[src/rtl/alarm_pkg.sv]
// -----------------------------------------------------------------------------
// alarm_pkg
//   Shared types and constants for the multi-zone alarm controller.
//   - alarm_state_t : FSM state encoding, also driven out on the state port
//   - DEF_*         : default delays/widths used as parameter defaults
//   - lowest_set()  : index of the lowest set bit of a zone vector
// -----------------------------------------------------------------------------
package alarm_pkg;

    typedef enum logic [2:0] {
        IDLE    = 3'd0,
        ARMING  = 3'd1,
        ARMED   = 3'd2,
        TRIGGER = 3'd3,
        ALERT   = 3'd4
    } alarm_state_t;

    localparam int unsigned MAX_ZONES         = 16;
    localparam int unsigned DEF_CLK_HZ        = 50_000_000;
    localparam int unsigned DEF_NUM_ZONES     = 4;
    localparam int unsigned DEF_DEBOUNCE_CYC  = 1000;
    localparam int unsigned DEF_ARM_DELAY_S   = 10;
    localparam int unsigned DEF_ENTRY_DELAY_S = 15;
    localparam int unsigned DEF_MAX_ATTEMPTS  = 3;
    localparam int unsigned DEF_LOCKOUT_S     = 30;
    localparam int unsigned DEF_TIMER_W       = 8;

    // Returns 0 for an all-zero vector; callers only use it when a bit is set.
    function automatic int unsigned lowest_set(input logic [MAX_ZONES-1:0] v);
        int unsigned idx;
        idx = 0;
        for (int i = MAX_ZONES - 1; i >= 0; i--) begin
            if (v[i]) idx = unsigned'(i);
        end
        return idx;
    endfunction

endpackage

[src/rtl/alarm_zone_filter.sv]
// -----------------------------------------------------------------------------
// alarm_zone_filter
//   Synchroniser and debouncer for one asynchronous laser trip input.
//   trip_q rises once the synchronised input has been high for DEBOUNCE_CYC
//   consecutive cycles; any low cycle drops it and restarts the count.
// Ports:
//   clock     in  system clock
//   rst       in  asynchronous active-low reset
//   trip_raw  in  raw trip input (asynchronous to clock)
//   trip_q    out debounced trip level
// -----------------------------------------------------------------------------
module alarm_zone_filter #(
    parameter int unsigned DEBOUNCE_CYC = 1000
) (
    input  logic clock,
    input  logic rst,
    input  logic trip_raw,
    output logic trip_q
);

    localparam int unsigned CNT_W = $clog2(DEBOUNCE_CYC + 1);

    logic             sync_1;
    logic             sync_2;
    logic [CNT_W-1:0] cnt;

    // NOTE: clocked state is written with non-blocking assignments so every
    // flop samples the pre-edge value of the others; blocking here would
    // collapse the two synchroniser stages into one.
    always_ff @(posedge clock or negedge rst) begin
        if (!rst) begin
            sync_1 <= 1'b0;
            sync_2 <= 1'b0;
            cnt    <= '0;
        end else begin
            sync_1 <= trip_raw;
            sync_2 <= sync_1;
            if (!sync_2) begin
                cnt <= '0;
            end else if (cnt != CNT_W'(DEBOUNCE_CYC)) begin
                cnt <= cnt + 1'b1;
            end
        end
    end

    // Count saturates at DEBOUNCE_CYC, so the level holds while the input does.
    assign trip_q = (cnt == CNT_W'(DEBOUNCE_CYC));

endmodule

[src/rtl/alarm_zone_controller.sv]
// -----------------------------------------------------------------------------
// alarm_zone_controller
//   Multi-zone alarm sequencer: filters NUM_ZONES laser trips, runs the
//   exit-delay / armed / entry-delay / alert sequence, records tripped zones
//   and disarms on passcode verdicts.
//   Optional feature macro: ALARM_LOCKOUT_EN -- wrong-code attempt counter
//   with a timed passcode lockout. Without it locked_out is tied low.
// Ports:
//   clock          in  system clock
//   rst            in  asynchronous active-low reset
//   arm_req        in  1-cycle arm pulse
//   zone_trip      in  raw trip per zone (asynchronous)
//   zone_enable    in  1 = zone monitored
//   code_valid     in  1-cycle passcode verdict strobe
//   code_ok        in  verdict, qualified by code_valid
//   state          out current alarm_state_t
//   seconds_left   out active countdown, else 0
//   tripped_zones  out sticky trip record since last accepted arm
//   first_zone     out lowest-index zone of the trip that entered TRIGGER
//   siren          out high only in ALERT
//   arm_fault      out 1-cycle pulse: arm refused because a zone is tripped
//   locked_out     out passcode entry locked
// -----------------------------------------------------------------------------
module alarm_zone_controller
    import alarm_pkg::*;
#(
    parameter int unsigned CLK_HZ        = DEF_CLK_HZ,
    parameter int unsigned NUM_ZONES     = DEF_NUM_ZONES,
    parameter int unsigned DEBOUNCE_CYC  = DEF_DEBOUNCE_CYC,
    parameter int unsigned ARM_DELAY_S   = DEF_ARM_DELAY_S,
    parameter int unsigned ENTRY_DELAY_S = DEF_ENTRY_DELAY_S,
    parameter int unsigned MAX_ATTEMPTS  = DEF_MAX_ATTEMPTS,
    parameter int unsigned LOCKOUT_S     = DEF_LOCKOUT_S,
    parameter int unsigned TIMER_W       = DEF_TIMER_W,
    localparam int unsigned ZONE_W       = (NUM_ZONES > 1) ? $clog2(NUM_ZONES) : 1
) (
    input  logic                 clock,
    input  logic                 rst,
    input  logic                 arm_req,
    input  logic [NUM_ZONES-1:0] zone_trip,
    input  logic [NUM_ZONES-1:0] zone_enable,
    input  logic                 code_valid,
    input  logic                 code_ok,
    output alarm_state_t         state,
    output logic [TIMER_W-1:0]   seconds_left,
    output logic [NUM_ZONES-1:0] tripped_zones,
    output logic [ZONE_W-1:0]    first_zone,
    output logic                 siren,
    output logic                 arm_fault,
    output logic                 locked_out
);

    localparam int unsigned PRE_W = (CLK_HZ > 1) ? $clog2(CLK_HZ) : 1;

    // ------------------------------------------------------------------ zones
    logic [NUM_ZONES-1:0] trip_q;
    logic [NUM_ZONES-1:0] trip_en;
    logic [NUM_ZONES-1:0] trip_en_d;
    logic [NUM_ZONES-1:0] trip_rise;

    for (genvar z = 0; z < NUM_ZONES; z++) begin : g_zone
        alarm_zone_filter #(
            .DEBOUNCE_CYC (DEBOUNCE_CYC)
        ) u_filter (
            .clock    (clock),
            .rst      (rst),
            .trip_raw (zone_trip[z]),
            .trip_q   (trip_q[z])
        );
    end

    assign trip_en   = trip_q & zone_enable;
    assign trip_rise = trip_en & ~trip_en_d;

    // -------------------------------------------------------------- prescaler
    logic [PRE_W-1:0] presc;
    logic             tick;
    logic             load_cnt;
    logic             lock_start;

    assign tick = (presc == PRE_W'(CLK_HZ - 1));

    // ---------------------------------------------------------- code verdicts
    logic code_good;

    // A lockout suppresses every verdict, so a correct code cannot slip through.
    assign code_good = code_valid & code_ok & ~locked_out;

    // -------------------------------------------------------------------- FSM
    alarm_state_t         state_nxt;
    logic [TIMER_W-1:0]   sl_nxt;
    logic [NUM_ZONES-1:0] tripped_nxt;
    logic [ZONE_W-1:0]    first_nxt;
    logic                 arm_fault_nxt;

    always_ff @(posedge clock or negedge rst) begin
        if (!rst) state <= IDLE;
        else      state <= state_nxt;
    end

    // NOTE: every output of this block gets a default before the case so no
    // path leaves a signal unassigned, which would otherwise infer a latch.
    always_comb begin
        state_nxt     = state;
        sl_nxt        = (tick && seconds_left != '0) ? seconds_left - 1'b1 : seconds_left;
        tripped_nxt   = tripped_zones;
        first_nxt     = first_zone;
        arm_fault_nxt = 1'b0;
        load_cnt      = 1'b0;

        unique case (state)
            IDLE: begin
                sl_nxt = '0;
                if (arm_req) begin
                    if (|trip_en) begin
                        arm_fault_nxt = 1'b1;
                    end else begin
                        state_nxt   = ARMING;
                        sl_nxt      = TIMER_W'(ARM_DELAY_S);
                        load_cnt    = 1'b1;
                        tripped_nxt = '0;
                        first_nxt   = '0;
                    end
                end
            end

            ARMING: begin
                if (code_good) begin
                    state_nxt = IDLE;
                    sl_nxt    = '0;
                end else if (tick && seconds_left == TIMER_W'(1)) begin
                    state_nxt = ARMED;
                end
            end

            ARMED: begin
                sl_nxt = '0;
                if (code_good) begin
                    state_nxt = IDLE;
                end else if (|trip_rise) begin
                    state_nxt   = TRIGGER;
                    sl_nxt      = TIMER_W'(ENTRY_DELAY_S);
                    load_cnt    = 1'b1;
                    tripped_nxt = tripped_zones | trip_en;
                    first_nxt   = ZONE_W'(lowest_set(MAX_ZONES'(trip_rise)));
                end
            end

            TRIGGER: begin
                tripped_nxt = tripped_zones | trip_en;
                if (code_good) begin
                    state_nxt = IDLE;
                    sl_nxt    = '0;
                end else if (locked_out) begin
                    // Nobody can disarm during a lockout, so skip the rest of
                    // the entry delay.
                    state_nxt = ALERT;
                    sl_nxt    = '0;
                end else if (tick && seconds_left == TIMER_W'(1)) begin
                    state_nxt = ALERT;
                end
            end

            ALERT: begin
                sl_nxt      = '0;
                tripped_nxt = tripped_zones | trip_en;
                if (code_good) state_nxt = IDLE;
            end

            default: begin
                state_nxt = IDLE;
                sl_nxt    = '0;
            end
        endcase
    end

    always_ff @(posedge clock or negedge rst) begin
        if (!rst) begin
            seconds_left  <= '0;
            tripped_zones <= '0;
            first_zone    <= '0;
            arm_fault     <= 1'b0;
            trip_en_d     <= '0;
            presc         <= '0;
        end else begin
            seconds_left  <= sl_nxt;
            tripped_zones <= tripped_nxt;
            first_zone    <= first_nxt;
            arm_fault     <= arm_fault_nxt;
            trip_en_d     <= trip_en;
            // Restart on any countdown load so its first second is full length.
            if (load_cnt || lock_start || tick) presc <= '0;
            else                                presc <= presc + 1'b1;
        end
    end

    assign siren = (state == ALERT);

    // ---------------------------------------------------------------- lockout
`ifdef ALARM_LOCKOUT_EN
    localparam int unsigned ATT_W = $clog2(MAX_ATTEMPTS + 1);

    logic [ATT_W-1:0]   attempts;
    logic [TIMER_W-1:0] lock_left;
    logic               code_bad;

    // Verdicts are ignored in IDLE, so they neither count nor clear there.
    assign code_bad   = (state != IDLE) && code_valid && !code_ok && !locked_out;
    assign lock_start = code_bad && (attempts >= ATT_W'(MAX_ATTEMPTS - 1));

    always_ff @(posedge clock or negedge rst) begin
        if (!rst) begin
            attempts   <= '0;
            lock_left  <= '0;
            locked_out <= 1'b0;
        end else if (locked_out) begin
            if (tick) begin
                if (lock_left == TIMER_W'(1)) begin
                    locked_out <= 1'b0;
                    lock_left  <= '0;
                    attempts   <= '0;
                end else begin
                    lock_left <= lock_left - 1'b1;
                end
            end
        end else if (lock_start) begin
            locked_out <= 1'b1;
            lock_left  <= TIMER_W'(LOCKOUT_S);
            attempts   <= ATT_W'(MAX_ATTEMPTS);
        end else if (code_bad) begin
            attempts <= attempts + 1'b1;
        end else if (code_good && state != IDLE) begin
            attempts <= '0;
        end
    end
`else
    assign lock_start = 1'b0;
    assign locked_out = 1'b0;
`endif

endmodule
[config.mk]
export PLATFORM = sky130hd
export DESIGN_NAME = alarm_zone_controller
export DESIGN_NICKNAME = d
export VERILOG_FILES = /design/src/rtl/alarm_pkg.sv /design/src/rtl/alarm_zone_filter.sv /design/src/rtl/alarm_zone_controller.sv
export SDC_FILE = /design/constraint.sdc
export NUM_CORES = 1
export LEC_CHECK = 0
export ABC_AREA = 1
export BUFFER_PORTS_ARGS = -buffer_cell sky130_fd_sc_hd__buf_2
export CAP_MARGIN = 20
export CORE_ASPECT_RATIO = 0.7
export CORE_MARGIN = 2
export CORE_UTILIZATION = 35
export DETAILED_ROUTE_END_ITERATION = 10
export SLEW_MARGIN = 0
export SYNTH_ARGS = -nofsm -noshare
export SYNTH_HDL_FRONTEND = slang
export SYNTH_SLANG_ARGS = --single-unit
[constraint.sdc]
create_clock -name clock -period 2.09 [get_ports clock]
set_input_delay 0.1045 -clock clock [delete_from_list [all_inputs] [get_ports clock]]
set_output_delay 0.1045 -clock clock [all_outputs]
set_load 0.01 [all_outputs]
== Word-level counts from Yosys, hierarchy flattened ==
Index checks and enable logic that the tools add are counted.
Operators by class
  equal/unequal tests: 27
  reductions and logical operators: 14
  bitwise logic cells: 5
  add/sub/neg operators: 6
  mux-type cells: 48
Operators with widths (number)
  2-to-1 mux 10 bit: 8
  adder 10 x 1 -> 10 bit, second input constant: 4
  == test 10 bit, second input constant: 4
  inequality test 10 bit, second input constant: 4
  2-to-1 mux 4 bit: 8
  2-to-1 mux 3 bit: 9
  adder 26 x 1 -> 26 bit, second input constant: 1
  == test 26 bit, second input constant: 1
  2-to-1 mux 26 bit: 1
  one-hot mux 8 bit (3 select lines): 1
  2-to-1 mux 2 bit: 8
  2-to-1 mux 8 bit: 2
  inequality test 2 bit, second input constant: 8
  one-hot mux 3 bit (5 select lines): 1
  one-hot mux 4 bit (3 select lines): 1
  AND reduction 5 bit: 2
  inequality test 3 bit, second input constant: 3
  AND 4 bit: 2
  == test 8 x 1 -> 1 bit, second input constant: 1
  nonzero test 8 bit: 1
  OR reduction 4 bit: 2
  subtractor 8 x 1 -> 8 bit, second input constant: 1
  2-to-1 mux 1 bit: 7
  == test 3 x 2 -> 1 bit, second input constant: 2
  16 further kinds: 18
Word-level totals
  flip-flop bits (word level): 96
  input port bits: 13
  output and inout port bits: 20
  word-level logic and storage cells: 119

== Depth between registers and ports, before layout ==
Gate-level depths: netlist (run 1).
  word-level depth: 10
  mapped depth: 13
  gate-level depth less buffers: 13

== Modules after synthesis ==
A second synthesis (run 1) with hierarchy kept.
Unflattened totals
  cell total of the unflattened synthesis: 721
  area total of the unflattened synthesis: 5450.2 sq um
Modules (own cells, without submodules)
  alarm_zone_controller: area each 2872.8 sq um, times used 1, sequential area each 1201.2 sq um, cells an instance 405
  alarm_zone_filter: area each 644.4 sq um, times used 4, sequential area each 300.3 sq um, cells an instance 79

== Worst setup path after synthesis (run 1) ==
No wires, ideal clock.
  path type: register -> register
  start point: register g_zone[0].u_filter.cnt[0]
  end point: register presc[17]
  arrival: 1573 ps
  required time: 1971 ps
  path slack: 398 ps
  clock period less this slack: 1692 ps
  library setup time: 119 ps
  path buffers: 1
  cell stages (with the launch flop): 13
  cell sequence: dfrtp_1 inv_1 ha_1 nand2_1 nor2_1 nand4_1 nor2_1 nor2_2 nand2_2 nand2_4 nand3_4 buf_6 nor2_1
On the way
  longest elaborated chain between the ends: 9
  elaborated cells between the ends (all ways): 12
  classes of those cells: eq/ne (1); mux (6); bitwise (2); reduce/logical (3)
RTL lines
  start, declared: RTL line alarm_zone_filter.sv:25  | logic [CNT_W-1:0] cnt;
  start signal, assigned: RTL line alarm_zone_filter.sv:41  | cnt <= cnt + 1'b1;
  == test 10 bit *: RTL line alarm_zone_filter.sv:47  | assign trip_q = (cnt == CNT_W'(DEBOUNCE_CYC));
  AND 4 bit *: RTL line alarm_zone_controller.sv:72  | assign trip_en = trip_q & zone_enable;
  AND 4 bit: RTL line alarm_zone_controller.sv:73  | assign trip_rise = trip_en & ~trip_en_d;
  OR reduction 4 bit: RTL line alarm_zone_controller.sv:140  | end else if (|trip_rise) begin
  2-to-1 mux 1 bit: RTL line alarm_zone_controller.sv:140
  2-to-1 mux 1 bit: RTL line alarm_zone_controller.sv:138  | if (code_good) begin
  one-hot mux 1 bit (2 select lines) *: RTL line alarm_zone_controller.sv:111  | unique case (state)
  logical OR 1 bit *: RTL line alarm_zone_controller.sv:192  | if (load_cnt || lock_start || tick) presc <= '0;
  2-to-1 mux 26 bit *: RTL line alarm_zone_controller.sv:192
  end signal, assigned: RTL line alarm_zone_controller.sv:193  | else presc <= presc + 1'b1;
  end, declared: RTL line alarm_zone_controller.sv:76  | logic [PRE_W-1:0] presc;
Mark *: on every way between the ends. The rest lies on a longest branch, timed or not.
A chain may end at the register's enable or synchronous reset.

== Worst setup path in the final report (run 1) ==
  start point: register g_zone[0].u_filter.cnt[0]
  end point: register presc[8]
Same word-level chain as after synthesis.

==> results of run 1 <==
sequential cells by signal, summed over array words and instances, names as in the netlist:
register                count
state                       3
trip_en_d                   4
first_zone                  2
g_zone.u_filter.sync_1      4
g_zone.u_filter.cnt        40
g_zone.u_filter.sync_2      4
presc                      26
arm_fault                   1
tripped_zones               4
seconds_left                8
layout make-up:
type | instances | share of cell area
well taps | 195 | 0.0397
flip-flops and latches | 96 | 0.391
inverters | 98 | 0.0599
multi-input cells | 483 | 0.407
clock buffers | 12 | 0.0418
repair buffers | 46 | 0.0501
clock inverters | 3 | 0.0106
Yosys cell counts (6+ instances only):
| library cell | instances | area (µm²) |
|---|---|---|
| dfrtp_1 | 96 | 2400 |
| nor2_1 | 126 | 473 |
| nor2_2 | 7 | 43.8 |
| nor3_1 | 26 | 130 |
| xor2_1 | 23 | 201 |
| nand3_1 | 38 | 190 |
| nand4_1 | 20 | 125 |
| ha_1 | 11 | 138 |
| o21ai_0 | 31 | 155 |
| inv_1 | 96 | 360 |
| nand2_1 | 134 | 503 |
| a21oi_1 | 17 | 85.1 |
| nor3_2 | 6 | 60.1 |
power by group through the flow:
stage	Clock, mW	Sequential [mW]	Combinational [mW]
floorplan	0	2.20	0.938
global placement	0	2.18	1.36
detailed placement	0	2.18	1.37
CTS	1.86	2.15	1.39
global route	1.93	2.17	1.66
finish	1.80	2.14	1.43
tightest hold or removal path: stages:
cell	delay [ns]
buf_2	0.11
inv_1	0.06
nor2_2	0.05
routing by layer:
| metal | vias to the layer above | global-route usage | routed length (µm) |
|---|---|---|---|
| met5 | - | 0 | 0 |
| met4 | 0 | 0.0384 | 119 |
| met3 | 12 | 0.0412 | 623 |
| met2 | 91 | 0.202 | 4480 |
| met1 | 2012 | 0.249 | 6570 |
| li1 | 2289 | - | - |
cell families (layout without fill, tap and decap cells):
family          after synthesis  count (layout)  synth area share
compound gates               59              59            0.0607
flops                        96              96             0.457
fa+ha+maj                    11              11            0.0262
xor+xnor                     27              27            0.0450
simple gates                384             385             0.332
other cells                   1               1          0.000714
buf+inv                     103             159            0.0781
final timing paths:
| check | to | slack [ns] | cells past startpoint |
|---|---|---|---|
| max | presc[8] | 0.17 | 10 |
| max in group asynchronous | presc[12] | 1.27 | 3 |
| min in group asynchronous | g_zone[0].u_filter.cnt[5] | 0.27 | 2 |
| min | trip_en_d[2] | 0.02 | 3 |
| min reg2reg | g_zone[0].u_filter.sync_2 | 0.35 | 0 |
| max reg2reg | presc[8] | 0.17 | 10 |
what timing repair did:
| action | in CTS | in global routing |
|---|---|---|
| hold endpoints to repair | 38 | 0 |
| resized for setup | 0 | 10 |
| hold buffers | 5 | 0 |
| setup endpoints to repair | 0 | 30 |
==> metrics.csv, run 1 <==
stage;metric;value;unit
global_route;vias in the first global route;3951;
floorplan;I/O pin count;33;
worst_setup_path;Max Fanout on Critical Path;13;
final_layout;post-synthesis to final-layout area growth;16.9;%
floorplan;Site Rows;37;
final_layout;FF/Latch Area;2400;µm²
power;Leak Pwr;2.96;nW
timing;Final setup viols;0;
drt;drt total wl;11800;µm
final_layout;Layout Utilization;0.418;
power;Pwr Total;5.37;mW
timing;clk_skew;0.00628;ns
global_route;GR Overflow Total;0;
final_layout;nets;758;
power;Sw Share;0.327;
synthesis;Avg Cell Area, Syn;7.71;µm²
worst_setup_path;CP bufs+invs;1;
timing;Slew @ Worst Pin;0.505;ns
power;clock share of power;0.335;
global_route;gr usage total;0.156;
worst_setup_path;WS Path Type;flip-flop to flip-flop;
clock_network;root buffer cell;clkbuf_16;
global_route;largest net degree at the start of global routing;37;
synthesis;Synth Flop Type;dfrtp_1;
synthesis;post-synthesis cell count;681;
synthesis;ys async rst share;1.00;
clock_network;CTS tree;built;
floorplan;core area;14700;µm²
timing;maximum clock frequency;520;MHz
final_layout;most common cell after layout, fill and taps aside;nand2_1;
floorplan;die width;150;µm
synthesis;area of the mapped netlist;5250;µm²
status;status;finished, final reports clean;
clock_network;Post CTS Setup Buffer Count;0;
timing;final hold vios;0;
timing;setup slack after layout;0.166;ns
timing;Slew headroom;0.663;
worst_setup_path;critical path's slowest cell;dfrtp_1;
placed_design;DP Area;5710;µm²
drt;post-route DRC violation count;0;
worst_setup_path;CP top delay family;simple AND/OR/NAND/NOR gates;
final_layout;layout cells sized above 1;0.129;
placed_design;Setup WS pre-CTS;0.107;ns
power;Pint;3.61;mW
clock_network;CTS sink count;96;
power;Logic pwr share;0.266;
drt;TritonRoute pass-1 iters;5;
drt;via count;4404;
synthesis;Synth Warn #;0;
clock_network;Num CTS Buffers;9;
synthesis;number of synthesized flops with an enable pin;0;
clock_network;Clock Latency Late Sink;0.34;ns
synthesis;Synth Register Bits;96;
drt;via count normalized by instance count;4.72;
timing;final setup TNS;0;ns
final_layout;diodes inserted;0;
worst_setup_path;Startpoint Class;flip-flop;
timing;RSZ-0062 raised after global routing;yes;
placed_design;RePlAce Congestion;0.872;
global_route;initial antenna violation count;0;
run;Max-Cap Viols;0;
timing;Slew Viols, Final;0;
floorplan;die height;107;µm
worst_setup_path;Worst Path Required;2.35;ns
clock_network;Worst-path clk slew;0.07;ns
synthesis;syn_nets;705;
timing;final period utilization;0.920;
worst_setup_path;crit-path max cell delay;0.38;ns
min_path;Hold Startpoint;zone_enable[2];
clock_network;maximum clock path buffer count;2;
final_layout;most frequent cells in the layout;134 x nand2_1, 124 x nor2_1, 96 x inv_1, 96 x dfrtp_1, 36 x nand3_1;
clock_network;Max H-tree Level;3;
final_layout;Multi-input gate area;2500;µm²
placed_design;IO Port Bufs;31;
worst_setup_path;endpoint class of the critical path;flip-flop;
final_layout;Filler cells;1482;
placed_design;HPWL after DPL;8790;µm
final_layout;Layout Cells excl Fill;933;
power;power per cell area;874;nW/µm²
drt;WL/cell;12.6;µm
final_layout;post-route cell area;6140;µm²
timing;Final min period;1.92;ns
worst_setup_path;CP Data Arrival Time;2.18;ns
synthesis;Distinct cells, synth;39;
power;VDD IR max;0.393;mV
worst_setup_path;crit path cell chain;inv_1 -> ha_1 -> nand2_1 -> nor2_1 -> nand4_1 -> nand2_1 -> nor2_2 -> nand3_4 -> nand3_4 -> nor3_1;
floorplan;die area;16000;µm²
timing;WHS;0.0151;ns
power;switching power of the nets;1.76;mW
floorplan;initial core utilization;0.358;
drt;iteration-0 DRC count of the detailed router;312;
worst_setup_path;reg-to-reg critical path startpoint;g_zone[0].u_filter.cnt[0];
power;Flop pwr share;0.399;
drt;post-route ant nets;0;
placed_design;dpl cells;912;
min_path;Hold WC Path Type;primary input to flip-flop;
synthesis;Seq/Total Area, Yosys;0.457;
global_route;first-pass GRT wire length;19700;µm
worst_setup_path;Worst Setup SP;g_zone[0].u_filter.cnt[0];
No activity file was read; power rests on OpenSTA's default activity.
==> run 2, diff against run 1 <==
- ABC_AREA: 1 -> 0
- CORE_MARGIN: 2 -> default
==> run 2 against run 1 <==
Effect of this change: the run now ends with negative setup slack left; synthesized area down 5.9%; via count decreased by 10%; critical path depth down 1; worst setup slack got worse by 0.20 ns; sequential power hardly changed; final cell count is 18% lower; flip-flop and latch count unchanged; power shrank 8.7%; clock skew increased by 0.0011 ns; largest power group unchanged; design area increased by 8.4%; die area decreased by 8.8%; count of clock-buffer cells in the layout is 3 lower.
==> metrics.csv, run 2 <==
stage;metric;value;unit;change
status;status;complete, but fails checks;;
status;violated checks;negative setup slack;;
final_layout;max reg flops;40;;unchanged
global_route;first-pass GRT wire length;20000;µm;+1.3%
worst_setup_path;Worst Path Required;2.32;ns;-0.03 ns
clock_network;Max H-tree Level;3;;unchanged
run;Max-Cap Viols;0;;unchanged
synthesis;syn_nets;502;;-29%
power;Pint;3.56;mW;-1.6%
worst_setup_path;crit path cell chain;inv_1 -> ha_2 -> nand4b_1 -> buf_4 -> nor4_4 -> buf_4 -> o41ai_4 -> a21bo_4 -> mux2_4;;
timing;clk_skew;0.00737;ns;+0.00109 ns
drt;post-route ant nets;0;;unchanged
synthesis;Synth Register Bits;96;;unchanged
final_layout;Multi-input gate area;2790;µm²;+12%
global_route;largest net degree at the start of global routing;54;;+46%
timing;Final min period;2.12;ns;+0.201 ns
placed_design;IO Port Bufs;31;;unchanged
floorplan;die height;101;µm;-4.7%
final_layout;most frequent cells in the layout;94 x dfrtp_1, 62 x buf_4, 43 x xnor2_1, 30 x buf_2, 27 x nand3_1;;
worst_setup_path;r2r setup slk;-0.03;ns;-0.20 ns
final_layout;most common cell after layout, fill and taps aside;dfrtp_1;;
clock_network;Num CTS Buffers;9;;unchanged
timing;Slew @ Worst Pin;0.567;ns;+0.0620 ns
placed_design;RePlAce Congestion;0.891;;+2.2%
worst_setup_path;Max Fanout on Critical Path;7;;-6
timing;Slew headroom;0.622;;-0.0414
clock_network;CTS sink count;96;;unchanged
final_layout;largest reg by FF count;g_zone.u_filter.cnt;;
synthesis;post-synth top area share;0.486;;+0.0285
worst_setup_path;CP bufs+invs;3;;+2
worst_setup_path;Crit Reg-Reg Endpoint;first_zone[0];;
worst_setup_path;Startpoint Class;flip-flop;;
clock_network;CTS tree;built;;
final_layout;largest registers;g_zone.u_filter.cnt (40), presc (26), seconds_left (8);;
floorplan;I/O pin count;33;;unchanged
timing;final setup TNS;-0.267;ns;-0.267 ns
final_layout;FF/Latch Area;2400;µm²;+0.10%
power;VDD IR max;0.435;mV;+11%
global_route;vias in the first global route;3949;;-0.051%
synthesis;Synth area leaders;dfrtp_1 49%, xnor2_1 7.6%, nor3_1 3.8%;;
floorplan;die width;144;µm;-4.2%
synthesis;area of the mapped netlist;4950;µm²;-5.9%
drt;TritonRoute pass-1 iters;4;;-1
timing;setup slack after layout;-0.0345;ns;-0.201 ns
power;Leak Pwr;2.85;nW;-3.8%
clock_network;root buffer cell;clkbuf_16;;
clock_network;maximum clock path buffer count;2;;unchanged
worst_setup_path;endpoint class of the critical path;flip-flop;;
synthesis;post-synthesis cell count;478;;-30%
worst_setup_path;critical path's slowest cell;dfrtp_1;;
power;switching power of the nets;1.34;mW;-23%
drt;via count;3965;;-10%
worst_setup_path;most frequent cell on the critical path;buf_4;;
min_path;Hold EP;trip_en_d[0];;
synthesis;synth cell count leaders;96 x dfrtp_1, 43 x xnor2_1, 38 x nor3_1;;
synthesis;Seq/Total Area, Yosys;0.486;;+0.0285
timing;maximum clock frequency;471;MHz;-9.4%
synthesis;Synth Warn #;0;;unchanged
final_layout;Filler cells;1216;;-18%
min_path;hold path depth;3;;unchanged
min_path;Hold WC Path Type;primary input to flip-flop;;
final_layout;post-synthesis to final-layout area growth;34.5;%;
timing;RSZ-0062 raised after global routing;yes;;
drt;drt total wl;12500;µm;+5.8%
clock_network;Worst-path clk slew;0.07;ns;about the same
final_layout;nets;603;;-20%
global_route;initial antenna violation count;0;;unchanged
timing;final period utilization;1.02;;+0.0960
drt;post-route DRC violation count;0;;unchanged
power;Flop pwr share;0.430;;+0.031
floorplan;core area;13500;µm²;-8.1%
final_layout;diodes inserted;0;;unchanged
synthesis;count leader, synth;dfrtp_1;;
min_path;Hold Startpoint;zone_enable[0];;
power;clock share of power;0.388;;+0.053
final_layout;Layout Cells excl Fill;768;;-18%
worst_setup_path;Critical Path Stages;9;;-1
timing;WHS;0.0815;ns;+0.0664 ns
drt;WL/cell;16.2;µm;+29%
final_layout;post-route cell area;6650;µm²;+8.4%
worst_setup_path;reg-to-reg critical path startpoint;g_zone[0].u_filter.cnt[0];;
synthesis;Synth area leader;dfrtp_1;;
worst_setup_path;CP Data Arrival Time;2.36;ns;+0.18 ns
synthesis;Avg Cell Area, Syn;10.3;µm²;+34%
worst_setup_path;CP top delay family;buffers and inverters;;
floorplan;die area;14600;µm²;-8.8%
placed_design;HPWL after DPL;8490;µm;-3.4%
global_route;gr usage total;0.177;;+0.0217
final_layout;Layout Utilization;0.493;;+0.0749
worst_setup_path;Worst Reg2Reg Path Length in Cells;9;;-1
timing;Final setup viols;14;;+14
floorplan;initial core utilization;0.367;;+0.00870
synthesis;number of synthesized flops with an enable pin;0;;unchanged
floorplan;Site Rows;35;;-5.4%
worst_setup_path;WS Path Type;flip-flop to flip-flop;;
clock_network;Clock Latency Late Sink;0.34;ns;about the same
global_route;GR Overflow Total;0;;unchanged
power;Sw Share;0.274;;-0.0527
synthesis;Synth Flop Type;dfrtp_1;;
drt;via count normalized by instance count;5.16;;+9.4%
power;Logic pwr share;0.182;;-0.084
drt;iteration-0 DRC count of the detailed router;326;;+4.5%
placed_design;dpl cells;726;;-20%
timing;Slew Viols, Final;0;;unchanged
worst_setup_path;crit-path max cell delay;0.38;ns;about the same
synthesis;Distinct cells, synth;65;;+67%
timing;final hold vios;0;;unchanged
final_layout;layout cells sized above 1;0.319;;+0.190
placed_design;DP Area;5630;µm²;-1.4%
power;power per cell area;737;nW/µm²;-16%
synthesis;ys async rst share;1.00;;unchanged
[run 2: stage by stage]
step,power (mW),setup slack [ns]
after floorplan,2.52,0.00404
after global routing,5.14,-0.128
after detailed placement,2.83,-0.0923
final,4.90,-0.0345
after global placement,2.80,-0.0753
after CTS,4.78,-0.0352
[run 2: layer usage]
layer | global-route usage | vias up | part of all wire
met5 | 0 | - | 0
li1 | - | 1895 | -
met3 | 0.0350 | 6 | 0.043
met2 | 0.274 | 73 | 0.46
met4 | 0.0499 | 0 | 0.0054
met1 | 0.252 | 1991 | 0.49
[run 2: worst reg2reg max path, cell delays in order (launching register included)]
cell	delay, ns
dfrtp_1	0.38
inv_1	0.06
ha_2	0.16
nand4b_1	0.14
buf_4	0.18
nor4_4	0.22
buf_4	0.17
o41ai_4	0.06
a21bo_4	0.32
mux2_4	0.32
[run 2: what timing repair did]
action                                  CTS  global route
gates cloned                              0             2
endpoints found under the setup margin   31            41
setup buffers                             6            16
hold endpoints to repair                 42             0
pin swaps                                 5            19
hold buffers                              5             0
gates resized for setup                  14            70
[run 2: worst max path at each step]
stage	startpoint	to	slack [ns]
3_3_place_gp	presc[8]	seconds_left[6]	-0.08
2_1_floorplan	g_zone[3].u_filter.cnt[0]	first_zone[0]	0.004
3_5_place_dp	presc[8]	seconds_left[6]	-0.09
5_1_grt	g_zone[0].u_filter.cnt[0]	first_zone[0]	-0.13
6_report	g_zone[0].u_filter.cnt[0]	first_zone[0]	-0.03
4_1_cts	presc[10]	seconds_left[7]	-0.04
[run 2: logic make-up after synthesis]
logic type               share of synthesized area
adder cells (fa/ha/maj)                     0.0278
buffers and inverters                       0.0331
XOR/XNOR                                    0.0974
AND/OR/NAND/NOR                              0.273
AO/OA/AOI/OAI                               0.0706
multiplexers                                0.0111
other                                     0.000758
flip-flops                                   0.486
[run 2: power groups by stage]
stage | sequential, mW | combinational [mW] | clock, mW
floorplan | 2.11 | 0.409 | 0
global placement | 2.12 | 0.678 | 0
detailed placement | 2.13 | 0.704 | 0
CTS | 2.10 | 0.732 | 1.95
global route | 2.13 | 0.990 | 2.02
finish | 2.11 | 0.893 | 1.90
[run 2: layout make-up]
cell class                 instances  area share
tap                              185      0.0348
sequential                        96       0.361
clock buffer                       9      0.0338
inverter                          23      0.0130
clock inverter                     6      0.0177
timing repair buffer             104       0.120
multi-input combinational        345       0.419
==> run 3, diff against run 2 <==
- CORE_UTILIZATION: 35 -> 55
- GPL_TIMING_DRIVEN: default -> 0
- PLACE_DENSITY: default -> 0.73
- SKIP_CTS_REPAIR_TIMING: default -> 1
==> run 3 against run 2 <==
Effect of this change: the run still ends with negative setup slack left; via count down 4.4%; core utilization up 21 points; clock power down 13%; clock skew up 0.0027 ns; power down 9.1%; first-iteration DRC count down 26%; wire length down 16%; maximum frequency down 3.0%; worst hold slack worse by 0.034 ns; final cell count down 12%; die area down 36%; critical path type unchanged; largest cell class unchanged.
==> metrics.csv, run 3 (synthesis gave the netlist of run 2 again) <==
stage;metric;value;unit;change
worst_setup_path;critical path's slowest cell;dfrtp_1;;
min_path;hold path depth;3;;unchanged
placed_design;dpl cells;630;;-13%
timing;final setup TNS;-0.655;ns;-0.389 ns
timing;Slew headroom;0.518;;-0.104
final_layout;nets;572;;-5.1%
min_path;Hold WC Path Type;primary input to flip-flop;;
worst_setup_path;Startpoint Class;flip-flop;;
worst_setup_path;CP top delay family;simple AND/OR/NAND/NOR gates;;
global_route;first-pass GRT wire length;16300;µm;-18%
clock_network;CTS tree;built;;
final_layout;largest reg by FF count;g_zone.u_filter.cnt;;
timing;Slew Viols, Final;0;;unchanged
floorplan;core area;8580;µm²;-36%
min_path;Hold Startpoint;zone_enable[1];;
clock_network;Clock Latency Late Sink;0.35;ns;about the same
drt;post-route DRC violation count;0;;unchanged
floorplan;I/O pin count;33;;unchanged
final_layout;most frequent cells in the layout;95 x dfrtp_1, 43 x xnor2_1, 34 x buf_2, 31 x nor3_1, 28 x nand3_1;;
global_route;gr usage total;0.230;;+0.0524
drt;TritonRoute pass-1 iters;5;;+1
timing;Slew @ Worst Pin;0.712;ns;+0.145 ns
clock_network;maximum clock path buffer count;2;;unchanged
drt;iteration-0 DRC count of the detailed router;241;;-26%
clock_network;Max H-tree Level;3;;unchanged
final_layout;diodes inserted;0;;unchanged
drt;via count normalized by instance count;5.63;;+9.1%
worst_setup_path;crit-path max cell delay;0.40;ns;+0.02 ns
worst_setup_path;endpoint class of the critical path;flip-flop;;
worst_setup_path;Worst Reg2Reg Path Length in Cells;8;;-1
timing;Final min period;2.19;ns;+0.0661 ns
global_route;vias in the first global route;3402;;-14%
final_layout;Layout Cells excl Fill;673;;-12%
global_route;initial antenna violation count;0;;unchanged
placed_design;IO Port Bufs;31;;unchanged
power;Leak Pwr;2.65;nW;-7.0%
final_layout;layout cells sized above 1;0.226;;-0.0930
status;violated checks;negative setup slack;;
worst_setup_path;Max Fanout on Critical Path;5;;-2
floorplan;die width;115;µm;-20%
drt;drt total wl;10500;µm;-16%
status;status;complete, but fails checks;;
worst_setup_path;CP Data Arrival Time;2.42;ns;+0.06 ns
floorplan;Site Rows;28;;-20%
clock_network;Worst-path clk slew;0.07;ns;about the same
timing;final period utilization;1.05;;+0.0316
worst_setup_path;r2r setup slk;-0.10;ns;-0.07 ns
floorplan;die area;9380;µm²;-36%
timing;Final setup viols;25;;+11
timing;clk_skew;0.0101;ns;+0.00272 ns
timing;maximum clock frequency;457;MHz;-3.0%
timing;setup slack after layout;-0.101;ns;-0.0661 ns
run;Max-Cap Viols;0;;unchanged
final_layout;most common cell after layout, fill and taps aside;dfrtp_1;;
global_route;GR Overflow Total;0;;unchanged
drt;post-route ant nets;0;;unchanged
worst_setup_path;Worst Path Required;2.32;ns;about the same
power;power per cell area;736;nW/µm²;about the same
worst_setup_path;WS Path Type;flip-flop to flip-flop;;
worst_setup_path;Crit Reg-Reg Endpoint;first_zone[0];;
final_layout;FF/Latch Area;2400;µm²;about the same
clock_network;Num CTS Buffers;9;;unchanged
clock_network;CTS sink count;96;;unchanged
worst_setup_path;CP bufs+invs;2;;-1
min_path;Hold EP;trip_en_d[1];;
final_layout;Filler cells;633;;-48%
worst_setup_path;crit path cell chain;inv_1 -> ha_1 -> nand4_1 -> nor4_4 -> o41ai_4 -> a21bo_4 -> buf_8 -> mux2_4;;
placed_design;RePlAce Congestion;0.829;;-6.9%
global_route;largest net degree at the start of global routing;55;;+1.9%
clock_network;root buffer cell;clkbuf_16;;
placed_design;HPWL after DPL;7030;µm;-17%
timing;RSZ-0062 raised after global routing;yes;;
timing;final hold vios;0;;unchanged
drt;via count;3789;;-4.4%
final_layout;largest registers;g_zone.u_filter.cnt (40), presc (26), seconds_left (8);;
final_layout;post-synthesis to final-layout area growth;22.4;%;
floorplan;die height;81.3;µm;-20%
worst_setup_path;reg-to-reg critical path startpoint;g_zone[2].u_filter.cnt[1];;
final_layout;Multi-input gate area;2600;µm²;-6.9%
power;VDD IR max;0.560;mV;+29%
drt;WL/cell;15.6;µm;-3.9%
floorplan;initial core utilization;0.576;;+0.210
final_layout;max reg flops;40;;unchanged
## run 3: layout make-up
| class | count | area share |
|---|---|---|
| Tap cell | 120 | 0.0248 |
| Buffer | 13 | 0.0145 |
| Sequential cell | 96 | 0.397 |
| Clock buffer | 9 | 0.0372 |
| Clock inverter | 7 | 0.0120 |
| Multi-Input combinational cell | 345 | 0.429 |
| Inverter | 23 | 0.0143 |
| Timing Repair Buffer | 60 | 0.0709 |
## run 3: power by group
part	internal (mW)	switching [mW]
Clock	0.927	0.719
Sequential	1.97	0.120
Combinational	0.317	0.408
Total	3.21	1.25
## run 3: routing by layer
metal,track usage,share of wire,routed length (µm)
met2,0.340,0.44,4650
met3,0.0552,0.046,484
met4,0.0701,0.012,128
met1,0.334,0.50,5250
met5,0,0,0
## run 3: worst max-delay path by stage
stage,start,end,cells after the start
6_report,g_zone[2].u_filter.cnt[1],first_zone[0],8
5_1_grt,g_zone[3].u_filter.cnt[4],first_zone[0],7
4_1_cts,g_zone[0].u_filter.cnt[0],first_zone[0],8
3_5_place_dp,g_zone[0].u_filter.cnt[0],first_zone[0],8
3_3_place_gp,g_zone[0].u_filter.cnt[0],first_zone[0],8
2_1_floorplan,g_zone[3].u_filter.cnt[0],first_zone[0],8
## run 3: metrics by stage
stage | hold WS (ns) | instance area, µm² | total power, mW | setup slack [ns] | utilization
2_1_floorplan | -0.191 | 4950 | 2.52 | 0.00404 | -
3_3_place_gp | 0.213 | 5260 | 2.71 | -0.490 | 0.613
3_5_place_dp | 0.135 | 5290 | 2.74 | -0.586 | 0.616
4_1_cts | -0.235 | 5590 | 4.39 | -0.635 | 0.651
5_1_grt | 0.0428 | 6050 | 4.66 | -0.204 | 0.705
6_report | 0.0472 | 6050 | 4.46 | -0.101 | 0.705
## run 3: worst reg2reg max path, stage by stage, from the launching register on
cell and delay [ns]:
dfrtp_1 0.40, inv_1 0.08, ha_1 0.14, nand4_1 0.29, nor4_4 0.36, o41ai_4 0.13
a21bo_4 0.26, buf_8 0.13, mux2_4 0.29
